<file path="config.mk">
export PLATFORM = sky130hd
export DESIGN_NAME = inst_queue
export DESIGN_NICKNAME = d
export VERILOG_FILES = /design/src/rtl/c16_pkg.sv /design/src/rtl/iq_storage.sv /design/src/rtl/inst_queue.sv
export SDC_FILE = /design/constraint.sdc
export NUM_CORES = 1
export LEC_CHECK = 0
export BUFFER_PORTS_ARGS = -buffer_cell sky130_fd_sc_hd__buf_2
export CAP_MARGIN = 10
export CORE_ASPECT_RATIO = 0.6
export CORE_UTILIZATION = 37
export DETAILED_ROUTE_END_ITERATION = 12
export MAX_ROUTING_LAYER = met4
export PLACE_DENSITY_LB_ADDON = 0.25
export SLEW_MARGIN = 5
export SYNTH_ARGS = -nofsm -noshare
export SYNTH_HDL_FRONTEND = slang
export SYNTH_SLANG_ARGS = --single-unit
</file>
<file path="constraint.sdc">
create_clock -name clk -period 7.65 [get_ports clk]
set_clock_uncertainty 0.15 [all_clocks]
set_input_delay 0.765 -clock clk [delete_from_list [all_inputs] [get_ports clk]]
set_output_delay 0.765 -clock clk [all_outputs]
set_load 0.1 [all_outputs]
</file>
<file path="src/rtl/c16_pkg.sv">
// Shared definitions for the c16 core front end: instruction width, NOP encoding,
// decoder consume-count type and fetch stall margin.
package c16_pkg;

  localparam int unsigned INST_W = 16;

  // Driven on an instruction slot whose valid is low.
  localparam logic [INST_W-1:0] NOP_INST = 16'h0000;

  // Free-entry threshold below which fetch is throttled.
  localparam int unsigned STALL_MARGIN = 4;

  typedef logic [1:0] consume_t;

endpackage

</file>
<file path="src/rtl/iq_storage.sv">
// Instruction queue storage: DEPTH x INST_W register array with two write ports
// (wptr, wptr+1) and two asynchronous read ports (rptr, rptr+1).
module iq_storage #(
  parameter int unsigned DEPTH  = 8,
  parameter int unsigned INST_W = 16
) (
  input  logic                     clk_i,
  input  logic [$clog2(DEPTH)-1:0] wptr_i,
  input  logic                     we0_i,
  input  logic [INST_W-1:0]        wdata0_i,
  input  logic                     we1_i,
  input  logic [INST_W-1:0]        wdata1_i,
  input  logic [$clog2(DEPTH)-1:0] rptr_i,
  output logic [INST_W-1:0]        rdata0_o,
  output logic [INST_W-1:0]        rdata1_o
);

  localparam int unsigned PW = $clog2(DEPTH);

  logic [INST_W-1:0] mem_q [DEPTH];
  logic [INST_W-1:0] mem_d [DEPTH];

  always_comb begin
    mem_d = mem_q;
    if (we0_i) mem_d[wptr_i] = wdata0_i;
    if (we1_i) mem_d[wptr_i + PW'(1)] = wdata1_i;
  end

  // Contents are qualified by the occupancy count, so no reset is needed.
  always_ff @(posedge clk_i) begin
    mem_q <= mem_d;
  end

  assign rdata0_o = mem_q[rptr_i];
  assign rdata1_o = mem_q[rptr_i + PW'(1)];

endmodule

</file>
<file path="src/rtl/inst_queue.sv">
// Fetch-to-decode instruction queue: 32-bit pushes of two instructions, 0..2 pops per cycle.
// Optional INST_QUEUE_BYPASS_EN forwards incoming halves to empty output slots combinationally.
module inst_queue #(
  parameter int unsigned DEPTH  = 8,
  parameter int unsigned INST_W = 16
) (
  input  logic                   clk,
  input  logic                   rst,
  input  logic [2*INST_W-1:0]    mem_word,
  input  logic                   mem_valid,
  input  logic                   flush,
  input  logic                   flush_odd,
  input  logic [1:0]             num_consumed,
  output logic [INST_W-1:0]      first_inst,
  output logic                   first_valid,
  output logic [INST_W-1:0]      second_inst,
  output logic                   second_valid,
  output logic                   mem_stall,
  output logic [$clog2(DEPTH):0] count,
  output logic                   overflow
);

  import c16_pkg::*;

  localparam int unsigned PW = $clog2(DEPTH);
  localparam int unsigned CW = PW + 1;
  localparam logic [CW-1:0] FullCnt  = CW'(DEPTH);
  localparam logic [CW-1:0] StallCnt = CW'(STALL_MARGIN);

  logic [PW-1:0]     head_q, head_d, tail_q, tail_d;
  logic [CW-1:0]     count_q, count_d;
  logic              skip_q, skip_d;
  logic              overflow_q, overflow_d;

  consume_t          nc;
  logic [CW-1:0]     free, n_need, avail, eff, eff_buf, n_fwd, n_wr;
  logic              push_req, push_ok, byp;
  logic              we0, we1;
  logic [INST_W-1:0] lo, hi, wd0, rd0, rd1, slot0, slot1;

  assign lo = mem_word[INST_W-1:0];
  assign hi = mem_word[2*INST_W-1:INST_W];

  always_comb begin
    nc       = (num_consumed == 2'd3) ? 2'd2 : num_consumed;
    free     = FullCnt - count_q;
    push_req = mem_valid & ~flush;
    n_need   = skip_q ? CW'(1) : CW'(2);
    push_ok  = push_req && (free >= n_need);
`ifdef INST_QUEUE_BYPASS_EN
    byp      = push_ok && (count_q < CW'(2));
`else
    byp      = 1'b0;
`endif
    // Instructions visible to the decoder this cycle, buffered plus forwarded.
    avail    = count_q + (byp ? n_need : '0);
    eff      = (CW'(nc) < avail) ? CW'(nc) : avail;
    eff_buf  = (eff < count_q) ? eff : count_q;
    n_fwd    = eff - eff_buf;
    n_wr     = push_ok ? (n_need - n_fwd) : '0;
    we0      = (n_wr != '0);
    we1      = (n_wr == CW'(2));
    // A single written half is always the high one (skip or low half forwarded).
    wd0      = (n_wr == CW'(1)) ? hi : lo;

    head_d     = head_q + PW'(eff_buf);
    tail_d     = tail_q + PW'(n_wr);
    count_d    = count_q - eff_buf + n_wr;
    skip_d     = push_ok ? 1'b0 : skip_q;
    overflow_d = overflow_q | (push_req & ~push_ok);
    if (flush) begin
      head_d  = '0;
      tail_d  = '0;
      count_d = '0;
      skip_d  = flush_odd;
    end
  end

  always_ff @(posedge clk or posedge rst) begin
    if (rst) begin
      head_q     <= '0;
      tail_q     <= '0;
      count_q    <= '0;
      skip_q     <= 1'b0;
      overflow_q <= 1'b0;
    end else begin
      head_q     <= head_d;
      tail_q     <= tail_d;
      count_q    <= count_d;
      skip_q     <= skip_d;
      overflow_q <= overflow_d;
    end
  end

  iq_storage #(
    .DEPTH  (DEPTH),
    .INST_W (INST_W)
  ) u_storage (
    .clk_i    (clk),
    .wptr_i   (tail_q),
    .we0_i    (we0),
    .wdata0_i (wd0),
    .we1_i    (we1),
    .wdata1_i (hi),
    .rptr_i   (head_q),
    .rdata0_o (rd0),
    .rdata1_o (rd1)
  );

`ifdef INST_QUEUE_BYPASS_EN
  logic [INST_W-1:0] h0;
  assign h0 = skip_q ? hi : lo;

  always_comb begin
    slot0 = (count_q >= CW'(1)) ? rd0 : h0;
    slot1 = (count_q >= CW'(2)) ? rd1 : ((count_q == CW'(1)) ? h0 : hi);
  end
`else
  assign slot0 = rd0;
  assign slot1 = rd1;
`endif

  assign first_valid  = (avail >= CW'(1));
  assign second_valid = (avail >= CW'(2));
  assign first_inst   = first_valid ? slot0 : INST_W'(NOP_INST);
  assign second_inst  = second_valid ? slot1 : INST_W'(NOP_INST);
  assign mem_stall    = ((FullCnt - count_q) < StallCnt);
  assign count        = count_q;
  assign overflow     = overflow_q;

endmodule

</file>
# Word-level counts from Yosys, hierarchy flattened
# Cells that the tools add are included.
[totals]
regBits = 140
in_bits = 39
output_inout_bits = 40
wordCells = 78
[op_classes]
n_addsub = 9
order_cmp = 12
n_eq_ne = 3
mux = 27
bitwise = 9
n_reduce_logical = 5
[op_table]
columns = ["op", "n"]
rows = [
  ["$bwmux W128", 2],
  ["$mux W128", 2],
  ["$mux W16", 9],
  ["$bmux W16 S3", 2],
  ["$demux W16 S3", 2],
  ["$ge A4 B4 Y1 const B", 4],
  ["$mux W4", 4],
  ["$not A3 Y4", 4],
  ["$lt A4 B1 Y1 const B", 2],
  ["$sub A4 B4 Y4", 2],
  ["$add A3 B1 Y3 const B", 2],
  ["$add A3 B3 Y3", 2],
  ["$mux W3", 2],
  ["$add A4 B4 Y4", 1],
  ["$eq A4 B1 Y1 const B", 1],
  ["$eq A4 B2 Y1 const B", 1],
  ["$ge A4 B1 Y1 const B", 1],
  ["$ge A4 B2 Y1", 1],
  ["$ge A4 B2 Y1 const B", 1],
  ["$lt A2 B4 Y1", 1],
  ["$lt A4 B3 Y1 const B", 1],
  ["$lt A4 B4 Y1", 1],
  ["$mux W2", 2],
  ["$reduce_bool A4 Y1", 1],
  ["other kinds (9)", 14],
]

# Depth between registers and ports, before layout
# Gate-level depths: netlist of run 1.
[depth]
word_depth = 15
depth_mapped = 22

# By module
# Synthesis of run 1 repeated with hierarchy kept, for this count alone.
[hier_totals]
hier_cells = 720
area_unflattened_um2 = 9571.7
[by_module_without_submodules]
columns = ["mod", "n_inst", "cells_per_inst", "area_per_inst_um2", "seq_area_each_um2"]
rows = [
  ["iq_storage", 1, 545, 7901.3, 2562.5],
  ["inst_queue", 1, 175, 1670.4, 300.3],
]

# Least setup slack after synthesis of run 1
# OpenSTA, ideal clock, no wires.
[synth_path]
path_kind = "flip-flop to flip-flop"
start = "reg count_q[1], in the netlist count[1]"
end = "reg count_q[3], in the netlist count[3]"
arrival_ns = 6.094
path_slack_ns = 1.327
path_stages_with_launch = 20
path_buffers = 0
synth_period_minus_slack_ns = 6.323
cell_sequence = "dfrtp_1 > inv_1 > ha_1 > a21o_1 > nand2_1 > mux2_2 > ha_1 > o21a_1 > o21ai_1 > mux2_2 > fa_1 > fa_1 > and2_1 > fa_1 > ha_1 > a21o_1 > a21oi_1 > xnor2_1 > or3_1 > a21oi_1"
[synth_between]
elab_chain_len = 9
word_cells_on_any_way = 13
cone_classes = "add/sub (5); order compare (3); mux (4); reduce/logical (1)"
[synth_rtl]
columns = ["item", "line", "rtl"]
rows = [
  ["from (decl)", "inst_queue.sv:31", "logic [CW-1:0] count_q, count_d;"],
  ["from (signal assigned)", "inst_queue.sv:89", "count_q <= count_d;"],
  ["$lt A2 B4 Y1", "inst_queue.sv:57", "eff = (CW'(nc) < avail) ? CW'(nc) : avail;"],
  ["$mux W4", "inst_queue.sv:57", ""],
  ["$lt A4 B4 Y1", "inst_queue.sv:58", "eff_buf = (eff < count_q) ? eff : count_q;"],
  ["$mux W4", "inst_queue.sv:58", ""],
  ["$sub A4 B4 Y4", "inst_queue.sv:59", "n_fwd = eff - eff_buf;"],
  ["$sub A2 B4 Y4", "inst_queue.sv:60", "n_wr = push_ok ? (n_need - n_fwd) : '0;"],
  ["$mux W4", "inst_queue.sv:60", ""],
  ["$add A4 B4 Y4 *", "inst_queue.sv:68", "count_d = count_q - eff_buf + n_wr;"],
  ["$mux W4 *", "inst_queue.sv:71", "if (flush) begin"],
  ["net count_d[3]", "inst_queue.sv:31", ""],
]
# The timed path passes the listed nets; every way through them passes the cells marked *.
# A chain may end at the register's enable or synchronous reset.

==> results of run 1 <==
[through the flow]
step	util [%]	hold slack [ns]	setup slack, ns	instance area (sq um)
after floorplan	-	0.3188	1.327	8212
after global placement	41.32	0.3160	1.571	8840
after detailed placement	41.32	0.3237	1.452	8840
after CTS	44.15	0.2338	1.486	9445
after global routing	44.15	0.2543	1.120	9445
final	44.15	0.2175	1.371	9445
[worst paths after layout]
| kind | cells past startpoint | from | slack [ns] | end |
|---|---|---|---|---|
| setup / recovery | 17 | count[1] | 1.37 | u_storage.mem_q[98] |
| hold / removal | 2 | rst | 0.22 | head_q[2] |
| setup reg to reg | 17 | count[1] | 1.37 | u_storage.mem_q[98] |
| hold reg to reg | 1 | overflow | 0.33 | overflow |
| max in group asynchronous | 2 | rst | 6.73 | head_q[0] |
| min in group clk | 1 | overflow | 0.33 | overflow |
[cells by family after synthesis]
logic type,share of synthesized area (%)
other cells,0.09150
fa+ha+maj,4.908
simple gates,11.16
flops,34.88
mux,20.03
xor+xnor,1.280
compound gates,19.89
buf+inv,7.759
[layout by cell type (no fill, tap or decap), types with 5 or more instances in the layout]
cell type / instances
mux2i_1: 18
xnor2_1: 7
o22ai_1: 20
nand2_1: 38
fa_1: 7
dfxtp_1: 128
xor2_1: 5
buf_4: 18
buf_2: 78
or3_1: 7
mux4_2: 64
clkbuf_16: 17
dfrtp_1: 11
a221oi_1: 46
nor2b_1: 7
a21oi_1: 41
nor2_1: 116
a222oi_1: 64
ha_1: 20
inv_1: 97
[registers in the layout, indices dropped and copies added (netlist names)]
register / cells
skip_q: 1
count: 4
head_q: 3
tail_q: 3
u_storage.mem_q: 128
overflow: 1
[area by class of cell]
cell class | instances | area [sq um] | share of cell area (%)
repair buffers | 96 | 525.5 | 5.564
inverters | 97 | 364.1 | 3.855
clock buffers | 18 | 439.2 | 4.650
multi-input cells | 530 | 4735 | 50.13
well taps | 279 | 349.1 | 3.696
clock inverters | 14 | 166.4 | 1.762
flip-flops and latches | 140 | 2867 | 30.35
[routing by layer]
metal	global-route usage [%]	vias to the layer above
met3	8.542	19
met5	-	-
met1	39.11	3698
met4	5.456	0
met2	34.11	477
li1	-	3249
[critical path: stages (launching register included)]
cell      delay, ns
dfrtp_1        0.57
inv_1          0.19
ha_1           0.35
a21o_1         0.16
nand2_1        0.06
mux2_2         0.36
ha_1           0.28
o21a_1         0.11
o21ai_1        0.30
mux2_2         0.39
fa_1           0.42
ha_1           0.38
nand3_1        0.16
and3b_1        0.33
nor4_4         0.37
nand2_1        0.30
o22ai_2        0.96
a221oi_1       0.22
==> metrics.txt, run 1 <==
# TYPE chip_impl_metric gauge
chip_impl_metric{name="avgSynthCellArea",unit="sq um"} 9.985
chip_impl_info{name="startpoint_type",value="register"} 1
chip_impl_metric{name="grt_pass1_wl",unit="um"} 44190
chip_impl_metric{name="synth_edf_count",unit=""} 0
chip_impl_metric{name="wl_met1",unit="um"} 13290
chip_impl_metric{name="num_rows",unit=""} 41
chip_impl_metric{name="syn_inst",unit=""} 822
chip_impl_metric{name="area_overhead_vs_synth",unit="%"} 15.08
chip_impl_metric{name="detail-route-antenna-nets",unit=""} 0
chip_impl_metric{name="post-cts-setup-buffer-count",unit=""} 0
chip_impl_info{name="outcome",value="complete, no violations"} 1
chip_impl_metric{name="grt_start_max_net_pins",unit=""} 67
chip_impl_metric{name="dp_hpwl",unit="um"} 19070
chip_impl_metric{name="period_minus_slack",unit="ns"} 6.279
chip_impl_metric{name="num_io_pins",unit=""} 79
chip_impl_metric{name="antenna_violations_before_repair",unit=""} 0
chip_impl_metric{name="post-route-period-util",unit="%"} 82.08
chip_impl_metric{name="timing.critical_path.fanout_max",unit=""} 16
chip_impl_metric{name="cts_repair_resize_count",unit=""} 0
chip_impl_metric{name="layout.filler_cells",unit=""} 2048
chip_impl_info{name="post-synth-top-area-cell",value="dfxtp_1"} 1
chip_impl_metric{name="clock_latency",unit="ns"} 0.43
chip_impl_metric{name="drt_iter0_markers",unit=""} 1191
chip_impl_info{name="dominantRegCellSynth",value="dfxtp_1"} 1
chip_impl_metric{name="final_hold_viol_count",unit=""} 0
chip_impl_metric{name="post_drt_via_cell_ratio",unit=""} 6.340
chip_impl_metric{name="max_cap_viol_count",unit=""} 0
chip_impl_metric{name="die_width",unit="um"} 194.3
chip_impl_metric{name="dr_total_vias",unit=""} 7443
chip_impl_metric{name="stdcell_count",unit=""} 1174
chip_impl_metric{name="synth_top_area_share",unit="%"} 31.22
chip_impl_metric{name="cts-buffers-inserted",unit=""} 17
chip_impl_metric{name="max_freq",unit="MHz"} 159.3
chip_impl_info{name="crit_end_category",value="register"} 1
chip_impl_info{name="clk_root_buffer_cell",value="clkbuf_16"} 1
chip_impl_metric{name="synthesized_area",unit="sq um"} 8208
chip_impl_metric{name="via_count_of_the_first_global_routing_pass",unit=""} 7018
chip_impl_metric{name="overflow",unit=""} 0
chip_impl_info{name="hold_path_class",value="primary input to async pin"} 1
chip_impl_metric{name="start_util",unit="%"} 38.37
chip_impl_metric{name="drt_drc_violations_left",unit=""} 0
chip_impl_metric{name="clkSlewWorstSetupHoldPaths",unit="ns"} 0.07
chip_impl_info{name="top_signal_layer_used",value="met4"} 1
chip_impl_metric{name="cts_max_path_buffers",unit=""} 2
chip_impl_metric{name="worst-endpoint-required",unit="ns"} 7.74
chip_impl_info{name="synth.cells.most_frequent",value="128 x dfxtp_1, 119 x nor2_1, 97 x inv_1, 64 x a222oi_1, 64 x mux4_2"} 1
chip_impl_metric{name="endpoint_arrival_time_on_the_critical_path",unit="ns"} 6.37
chip_impl_metric{name="post_synth_num_cell_types",unit=""} 55
chip_impl_metric{name="headroom_to_the_max_slew_limit",unit="%"} 24.52
chip_impl_metric{name="fp.coreArea",unit="sq um"} 21390
chip_impl_metric{name="dr_wl_met3",unit="um"} 3544
chip_impl_info{name="rsz0062_at_grt",value="no"} 1
chip_impl_metric{name="dieHeight",unit="um"} 117.4
chip_impl_info{name="largest_cells_by_area_after_synthesis",value="dfxtp_1 31%, mux4_2 18%, a222oi_1 7.8%, nor2_1 5.4%, a221oi_1 4.9%"} 1
chip_impl_metric{name="setup_total_negative_slack",unit="ns"} 0
chip_impl_metric{name="synth_async_sr_flop_share",unit="%"} 8.571
chip_impl_metric{name="routability_cong",unit=""} 0.8588
chip_impl_metric{name="hold_buffer_count_at_cts",unit=""} 0
chip_impl_metric{name="detailedRoute.firstPassIterationCount",unit=""} 7
chip_impl_metric{name="ys.warnings.count",unit=""} 0
chip_impl_metric{name="clock_sinks",unit=""} 140
chip_impl_info{name="setup.worst_path.class",value="register to register"} 1
chip_impl_metric{name="routed_wl",unit="um"} 28480
chip_impl_metric{name="num-nets-final",unit=""} 949
chip_impl_metric{name="report.final.slew_viol_count",unit=""} 0
chip_impl_metric{name="met2RoutedLength",unit="um"} 11430
chip_impl_metric{name="post_route_cells_drive_above_1_share",unit="%"} 24.36
chip_impl_metric{name="io_buffers",unit=""} 78
chip_impl_info{name="synth.most_common_cell",value="dfxtp_1"} 1
chip_impl_metric{name="synth.ff_latch_count",unit=""} 140
chip_impl_metric{name="antenna_cells_inserted",unit=""} 0
chip_impl_metric{name="die_area",unit="sq um"} 22800
chip_impl_metric{name="finalSetupViolations",unit=""} 0
chip_impl_info{name="cts_tree",value="done"} 1
chip_impl_metric{name="post_drt_wl_per_cell",unit="um"} 24.26
chip_impl_metric{name="grt.total_usage",unit="%"} 26.35
chip_impl_metric{name="worst_pin_slew",unit="ns"} 1.132
chip_impl_metric{name="synth-seq-area-share",unit="%"} 34.88
chip_impl_metric{name="clock_tree.htree_level_count",unit=""} 4
chip_impl_metric{name="place.detailed.instances",unit=""} 1142
Power of run 1 is left out: the tool's default activity adds up to more than one toggle a clock period on the data nets, which glitch-free logic cannot reach.
==> run 2, diff against run 1 <==
Clock period 7.65 ns to 5.9 ns, I/O delays scaled along.
==> metrics.txt, run 2 (synthesized netlist as in run 1, its figures left out) <==
# TYPE chip_impl_metric gauge
chip_impl_info{name="outcome",value="complete, no violations"} 1
chip_impl_metric{name="post_route_cells_drive_above_1_share",unit="%"} 25.49
chip_impl_metric{name="max_freq",unit="MHz"} 176.0
chip_impl_metric{name="antenna_cells_inserted",unit=""} 0
chip_impl_metric{name="worst-endpoint-required",unit="ns"} 6.01
chip_impl_metric{name="hold_buffer_count_at_cts",unit=""} 0
chip_impl_metric{name="post_drt_via_cell_ratio",unit=""} 6.278
chip_impl_info{name="largest-register",value="u_storage.mem_q"} 1
chip_impl_info{name="cp_top_family",value="compound AO/OA/AOI/OAI gates"} 1
chip_impl_metric{name="final_hold_viol_count",unit=""} 0
chip_impl_metric{name="start_util",unit="%"} 38.37
chip_impl_metric{name="setup_total_negative_slack",unit="ns"} 0
chip_impl_metric{name="overflow",unit=""} 0
chip_impl_metric{name="clock_latency",unit="ns"} 0.44
chip_impl_metric{name="drt_drc_violations_left",unit=""} 0
chip_impl_metric{name="clock_tree.htree_level_count",unit=""} 4
chip_impl_metric{name="grt_pass1_wl",unit="um"} 43200
chip_impl_metric{name="cpPeakStageDelay",unit="ns"} 0.84
chip_impl_metric{name="finalSetupViolations",unit=""} 0
chip_impl_metric{name="period_minus_slack",unit="ns"} 5.683
chip_impl_info{name="layout_commonest_cell",value="dfxtp_1"} 1
chip_impl_metric{name="die_width",unit="um"} 194.3
chip_impl_metric{name="num_rows",unit=""} 41
chip_impl_info{name="path_cells",value="inv_1 > ha_1 > a21o_1 > nand2_1 > mux2_2 > ha_1 > o21a_1 > o21ai_2 > mux2_2 > fa_1 > ha_1 > a21oi_1 > and3b_1 > or3_1 > nor2_1 > o21ai_2 > a222oi_1"} 1
chip_impl_info{name="setup.worst_path.class",value="register to register"} 1
chip_impl_metric{name="clock_sinks",unit=""} 140
chip_impl_metric{name="num-nets-final",unit=""} 964
chip_impl_metric{name="antenna_violations_before_repair",unit=""} 0
chip_impl_info{name="rsz0062_at_grt",value="no"} 1
chip_impl_metric{name="timing.critical_path.fanout_max",unit=""} 16
chip_impl_metric{name="grt.total_usage",unit="%"} 26.05
chip_impl_metric{name="cts_max_path_buffers",unit=""} 2
chip_impl_metric{name="cts-buffers-inserted",unit=""} 17
chip_impl_metric{name="num_io_pins",unit=""} 79
chip_impl_metric{name="routability_cong",unit=""} 0.8939
chip_impl_metric{name="detailedRoute.firstPassIterationCount",unit=""} 6
chip_impl_metric{name="headroom_to_the_max_slew_limit",unit="%"} 28.16
chip_impl_metric{name="endpoint_arrival_time_on_the_critical_path",unit="ns"} 5.79
chip_impl_metric{name="grt_start_max_net_pins",unit=""} 66
chip_impl_metric{name="post_drt_wl_per_cell",unit="um"} 24.00
chip_impl_metric{name="detail-route-antenna-nets",unit=""} 0
chip_impl_metric{name="dp_hpwl",unit="um"} 18900
chip_impl_metric{name="die_area",unit="sq um"} 22800
chip_impl_metric{name="dr_total_vias",unit=""} 7464
chip_impl_metric{name="post-route-period-util",unit="%"} 96.33
chip_impl_metric{name="max_cap_viol_count",unit=""} 0
chip_impl_metric{name="area_overhead_vs_synth",unit="%"} 16.68
chip_impl_metric{name="clkSlewWorstSetupHoldPaths",unit="ns"} 0.07
chip_impl_info{name="cpMostUsedCell",value="ha_1"} 1
chip_impl_metric{name="fp.coreArea",unit="sq um"} 21390
chip_impl_metric{name="dieHeight",unit="um"} 117.4
chip_impl_metric{name="routed_wl",unit="um"} 28540
chip_impl_info{name="slowest_stage",value="o21ai_2"} 1
chip_impl_metric{name="worst_pin_slew",unit="ns"} 1.077
chip_impl_metric{name="drt_iter0_markers",unit=""} 1163
chip_impl_info{name="clk_root_buffer_cell",value="clkbuf_16"} 1
chip_impl_info{name="hold_path_class",value="primary input to async pin"} 1
chip_impl_metric{name="worst-path-buf-inv",unit=""} 1
chip_impl_info{name="crit_end_category",value="register"} 1
chip_impl_info{name="most-common-layout-cells",value="128 x dfxtp_1, 119 x nor2_1, 97 x inv_1"} 1
chip_impl_metric{name="flip_flop_count_of_the_largest_register_all_copies_and_words_added",unit=""} 128
chip_impl_metric{name="report.final.slew_viol_count",unit=""} 0
chip_impl_metric{name="via_count_of_the_first_global_routing_pass",unit=""} 6927
chip_impl_info{name="startpoint_type",value="register"} 1
chip_impl_metric{name="io_buffers",unit=""} 78
chip_impl_info{name="cts_tree",value="done"} 1
run 2: final timing paths:
| kind | startpoint | to | slack (ns) | cells after the start |
|---|---|---|---|---|
| max in group asynchronous | rst | head_q[0] | 5.16 | 2 |
| setup reg to reg | count[1] | u_storage.mem_q[47] | 0.22 | 17 |
| min in group clk | flush_odd | skip_q | 0.26 | 3 |
| setup / recovery | count[1] | u_storage.mem_q[47] | 0.22 | 17 |
| hold / removal | rst | head_q[1] | 0.03 | 2 |
| hold reg to reg | overflow | overflow | 0.32 | 1 |
run 2: final cells by class:
type                            instances  area, sq um
Multi-Input combinational cell        530         4731
Timing Repair Buffer                  111        700.7
Tap cell                              279        349.1
Fill cell                            2064        11820
Inverter                               97        364.1
Clock inverter                         13        117.6
Clock buffer                           19        442.9
Sequential cell                       140         2872
run 2: routing by layer:
metal  GRT usage (%)  wire (um)  vias to the layer above
met3           11.68       3918                       35
met1           37.36      13060                     3666
met2           32.37      11140                      472
met5               -          0                        -
met4           6.250        418                        0
li1                -          -                     3291
run 2: timing repair:
item	in CTS	in global routing
setup buffers	0	0
endpoints found under the setup margin	0	61
gates resized for setup	0	1
run 2: worst reg2reg max path, stage by stage, from the launching register on:
cell and delay, ns:
dfrtp_4 0.47, inv_1 0.16, ha_1 0.27, a21o_1 0.16, nand2_1 0.06, mux2_2 0.37
ha_1 0.27, o21a_1 0.12, o21ai_2 0.21, mux2_2 0.38, fa_1 0.50, ha_1 0.20
a21oi_1 0.26, and3b_1 0.42, or3_1 0.27, nor2_1 0.09, o21ai_2 0.84, a222oi_1 0.30
run 2: metrics by stage:
step	hold slack, ns	setup WS [ns]	area, sq um	utilization, %	instances
after global routing	0.07836	0.01798	9577	44.77	1189
final	0.03219	0.2166	9577	44.77	1189
after global placement	0.3049	0.1963	9012	42.13	1157
after CTS	0.05325	0.2090	9573	44.75	1189
after floorplan	0.3047	0.1046	8217	-	823
after detailed placement	0.3069	0.1422	9012	42.13	1157
Power of run 2 is left out for the same reason.
